**config.mk**
```make
export PLATFORM = sky130hd
export DESIGN_NAME = systolic_feeder
export DESIGN_NICKNAME = d
export VERILOG_FILES = /design/src/rtl/systolic_feeder.sv
export SDC_FILE = /design/constraint.sdc
export NUM_CORES = 1
export LEC_CHECK = 0
export BUFFER_PORTS_ARGS = -buffer_cell sky130_fd_sc_hd__buf_4
export CAP_MARGIN = 20
export CORE_ASPECT_RATIO = 2
export CORE_UTILIZATION = 56
export CTS_BUF_LIST = sky130_fd_sc_hd__clkbuf_16
export DETAILED_ROUTE_END_ITERATION = 6
export MAX_ROUTING_LAYER = met4
export PLACE_DENSITY_LB_ADDON = 0.2
export SLEW_MARGIN = 30
export SYNTH_ARGS = -nofsm -noshare
export SYNTH_HDL_FRONTEND = slang
export SYNTH_SLANG_ARGS = --single-unit
export TNS_END_PERCENT = 50
```
**constraint.sdc**
```tcl
create_clock -name clk -period 5.3 [get_ports clk]
set_clock_uncertainty 0.2 [all_clocks]
set_input_delay 0.53 -clock clk [delete_from_list [all_inputs] [get_ports clk]]
set_output_delay 0.53 -clock clk [all_outputs]
set_load 0.02 [all_outputs]
```
**src/rtl/systolic_feeder.sv**
```systemverilog
// systolic_feeder: operand sequencer for an NxN PE array. Accepts one K-slice per
// beat (column k of A, row k of B), skews lane i / j by i / j cycles onto the left
// and top array edges, drives each PE's clear when its first operand pair arrives,
// and pulses done once every accumulator holds the complete K-term dot product.
// Optional feature: define FEEDER_ABORT_EN to add the abort input.
module systolic_feeder #(
   parameter int N  = 2,
   parameter int DW = 8,
   parameter int KW = 8
) (
   input  logic            clk,
   input  logic            rst,
   input  logic            start,
   input  logic [KW-1:0]   k_len,
`ifdef FEEDER_ABORT_EN
   input  logic            abort,
`endif
   input  logic            in_valid,
   output logic            in_ready,
   input  logic [N*DW-1:0] a_col,
   input  logic [N*DW-1:0] b_row,
   output logic [N*DW-1:0] a_edge,
   output logic [N*DW-1:0] b_edge,
   output logic [N*N-1:0]  clear_pe,
   output logic            busy,
   output logic            done
);

   localparam int CW = $clog2(2*N) + 1;   // drain counter width
   localparam int TD = 2*N - 1;           // first-beat token reaches PE(N-1,N-1) after TD stages

   typedef enum logic [1:0] {IDLE, STREAM, DRAIN} state_t;

   state_t        state, state_nxt;
   logic [KW-1:0] k_reg;
   logic [KW-1:0] beat_cnt;
   logic [CW-1:0] drain_cnt;
   logic [TD-1:0] clr_vld_p;
   logic          kill;
   logic          launch;
   logic          accept;
   logic          first_beat;
   logic          last_beat;

`ifdef FEEDER_ABORT_EN
   assign kill = abort && (state != IDLE);
`else
   assign kill = 1'b0;
`endif

   assign launch     = (state == IDLE) && start && (k_len != '0);
   assign accept     = (state == STREAM) && (beat_cnt < k_reg) && in_valid && !kill;
   assign first_beat = accept && (beat_cnt == '0);
   assign last_beat  = accept && (beat_cnt == k_reg - KW'(1));

   // State register
   always_ff @(posedge clk) begin
      if (rst) state <= IDLE;
      else     state <= state_nxt;
   end

   // Next-state decode and handshake/status outputs
   always_comb begin
      state_nxt = state;
      in_ready  = 1'b0;
      busy      = 1'b0;
      done      = 1'b0;
      unique case (state)
         IDLE: begin
            if (launch) state_nxt = STREAM;
         end
         STREAM: begin
            busy     = 1'b1;
            in_ready = (beat_cnt < k_reg);
            if (kill)           state_nxt = IDLE;
            else if (last_beat) state_nxt = DRAIN;
         end
         DRAIN: begin
            busy = 1'b1;
            if (kill) begin
               state_nxt = IDLE;
            end else if (drain_cnt == CW'(2*N - 1)) begin
               done      = 1'b1;
               state_nxt = IDLE;
            end
         end
         default: state_nxt = IDLE;
      endcase
   end

   // Tile length latch, beat counter (saturates at K) and drain counter
   always_ff @(posedge clk) begin
      if (rst) begin
         k_reg     <= '0;
         beat_cnt  <= '0;
         drain_cnt <= '0;
      end else begin
         if (launch) begin
            k_reg    <= k_len;
            beat_cnt <= '0;
         end else if (accept) begin
            beat_cnt <= beat_cnt + KW'(1);
         end
         if (state == DRAIN) drain_cnt <= drain_cnt + CW'(1);
         else                drain_cnt <= '0;
      end
   end

   // First-beat token delay line; stage s reaches every PE with i+j == s
   always_ff @(posedge clk) begin
      if (rst || kill) begin
         clr_vld_p <= '0;
      end else begin
         clr_vld_p[0] <= first_beat;
         for (int s = 1; s < TD; s++) clr_vld_p[s] <= clr_vld_p[s-1];
      end
   end

   // Fan the token stages out to the per-PE clear bits
   always_comb begin
      clear_pe = '0;
      for (int i = 0; i < N; i++)
         for (int j = 0; j < N; j++)
            clear_pe[i*N + j] = clr_vld_p[i + j];
   end

   for (genvar i = 0; i < N; i++) begin : g_lane
      logic [DW-1:0] a_p [0:i];
      logic [DW-1:0] b_p [0:i];

      // Lane i skew line: i+1 stages, zero injected whenever no beat is accepted
      always_ff @(posedge clk) begin
         if (rst || kill) begin
            for (int s = 0; s <= i; s++) begin
               a_p[s] <= '0;
               b_p[s] <= '0;
            end
         end else begin
            a_p[0] <= accept ? a_col[i*DW +: DW] : '0;
            b_p[0] <= accept ? b_row[i*DW +: DW] : '0;
            for (int s = 1; s <= i; s++) begin
               a_p[s] <= a_p[s-1];
               b_p[s] <= b_p[s-1];
            end
         end
      end

      assign a_edge[i*DW +: DW] = a_p[i];
      assign b_edge[i*DW +: DW] = b_p[i];
   end

endmodule
```
==> results.md <==
* Critical Path RT at 4.57 ns
* Initial antenna violation count at 0
* DP Wirelength at 4370 um
* CTS max path bufs at 2
* Crit path max-delay family: compound AO/OA/AOI/OAI gates
* Min-Delay Path Class: input pin to register
* Row cnt at 37
* Power Dens Cells at 399 nW/um^2
* Syn Area/Cell at 9.88 sq um
* Via density at 5.11
* Most used DFF post-synth: dfxtp_1
* Pin count of the biggest net entering global routing at 34
* Postcts setup bufs at 0
* Setup TNS at 0 ns
* Pleak at 1.68 nW
* Final critical-path share of the clock period at 0.560
* Die height at 105 um
* Post-CTS sizing at 0
* Core area at 5140 sq um
* Asr flop ratio synth at 0
* H-tree depth at 3
* Placed insts at 415
* Post-synth EDFFs at 0
* Clk slew on worst S/H paths at 0.06 ns
* Remaining Overflow, GRT at 0
* Ys Warns at 0
* Input/output buffers at 82
* Slew headroom at 0.465
* Final wirelength at 6210 um
* Max FO, Critical Path at 10
* Clock root cell: clkbuf_16
* Post-DRT Antenna Nets at 0
* Utilization after layout at 0.747
* Post-Syn Area at 2990 sq um
* Synthesized net count at 363
* CP Cell Sequence: inv_1, ha_1, nor2b_1, o211ai_1, a21oi_2, nor2b_1, buf_4
* CP Capture Type: output port
* Initial Util at 0.583
* Crit-path slowest cell: a21oi_2
* Cell mode on critical path: nor2b_1
* Area of the multi-input gates at 1320 sq um
* Crit start category: register
* Flop and latch count out of synthesis at 72
* Commonest non-fill, non-tap cell in the layout: buf_4
* Top cells by area, synth: dfxtp_1 (48%), and2_1 (7.1%), ha_1 (6.7%), nor2b_1 (5.2%), buf_4 (4.3%)
* Area growth syn-to-layout at 28.2%
* Peak supply drop at 0.000361 V
* FILL cells at 379
* Die W at 53.7 um
* TritonCTS clock tree: yes
* Critical path type: register to output port
* Reg area at 1440 sq um
* Unrepaired setup endpoints after global routing: false
* Maximum capacitance violations at 0
* Vias in the first global route at 2271
* Drc violations at 0
* First-pass GRT wire length at 9930 um
* N_diodes at 0
* Clock Sinks at 72
* Fraction of layout cells with a size suffix above 1 at 0.303
* Finished Layout Cells at 431
* Largest area contributor in the netlist: dfxtp_1
* Vias at 2202
* Crit path buf inv count at 2
* Nets at 428
* Min Tclk post-route at 2.97 ns
* CTS Buf Count at 9
* Final hold vios at 0
* Global placer's final weighted congestion at 0.773
* Post-DR wirelength/cell at 14.4 um
* Hold bufs inserted after CTS at 0
* Ports at 83
* Syn Inst Count at 303
* WP data arrival at 2.24 ns
* Synth top area share at 0.481
* First DRT Iteration DRCs at 24
* Worst-Skew Late Latency at 0.33 ns
* Sequential element share of the synthesized area at 0.481
* Max Freq at 337 MHz
* DIE AREA at 5660 sq um
* Gr usage total at 0.257
* Leading cell types in the layout, fill and taps excluded: buf_4 (83), dfxtp_1 (72), and2_1 (34), nor2_1 (26), nor2b_1 (25)
* Endpoints failing setup at 0
* Top flop regs: g_lane.a_p (24), g_lane.b_p (24)
* Crit path largest cell delay at 0.58 ns
* Tightest Pin Transition at 0.800 ns
* Drt first pass iters at 4
* Yosys cell types at 46
* Slew Viols, Final at 0
* Status: complete, no violations
-- cell usage after synthesis (2+ instances only) --
cell,count
and3_1,2
xnor2_1,12
and2_1,34
buf_4,17
inv_1,15
nand4_1,4
nor2b_1,25
or2_2,2
a21oi_1,12
nor4b_2,4
clkbuf_1,10
a31oi_1,2
nand3_1,2
nor4_2,2
nand2_1,6
dfxtp_1,72
o21ai_0,3
ha_1,16
nand3b_1,2
nor4_1,3
nor3_1,5
nor2_1,26
xor2_1,4
-- report_power, final --
| group | total (W) | internal [W] | leakage (nW) | switching, W |
|---|---|---|---|---|
| Sequential | 0.000594 | 0.000573 | 0.583 | 0.0000208 |
| Clock | 0.000640 | 0.000411 | 0.148 | 0.000228 |
| Combinational | 0.000296 | 0.000129 | 0.952 | 0.000167 |
-- kinds of logic after synthesis --
| logic type | share of synthesized area |
|---|---|
| xor gates and xnor gates | 0.0468 |
| AOI/OAI and AO/OA | 0.0660 |
| adders and majority gates | 0.0669 |
| buffers and inverters | 0.0769 |
| DFF | 0.481 |
| and+or+nand+nor | 0.262 |
-- worst paths after layout --
path	startpoint	endpoint	slack, ns	depth (start not counted)
max	k_reg[1]	in_ready	2.33	7
min	a_col[7]	g_lane[0].a_p[0][7]	0.20	2
max reg2reg	beat_cnt[6]	clr_vld_p[0]	2.44	6
min reg2reg	g_lane[1].b_p[0][7]	g_lane[1].b_p[0][15]	0.23	1
-- per-stage QoR --
stage	worst slack (ns)	power (W)	area [sq um]	hold WS, ns
3_5_place_dp	2.49	0.000897	3520	0.222
5_1_grt	2.17	0.00160	3840	0.192
3_3_place_gp	2.54	0.000889	3520	0.208
2_1_floorplan	2.85	0.000807	2990	0.199
6_report	2.33	0.00153	3840	0.199
4_1_cts	2.29	0.00154	3840	0.195
-- layout make-up --
class	count	area share
inverters	15	0.0147
clock buffers	9	0.0587
multi-input cells	187	0.345
repair buffers	83	0.162
flip-flops and latches	72	0.376
well taps	58	0.0189
clock inverters	7	0.0251
-- metal layers --
metal | part of all wire | wire length, um | vias to the layer above | track usage
li1 | - | - | 1102 | -
met4 | 0.039 | 243 | 0 | 0.158
met3 | 0.045 | 279 | 23 | 0.0765
met1 | 0.36 | 2240 | 1006 | 0.230
met5 | 0 | 0 | - | -
met2 | 0.56 | 3450 | 71 | 0.438
No activity file was read; power rests on OpenSTA's default activity.
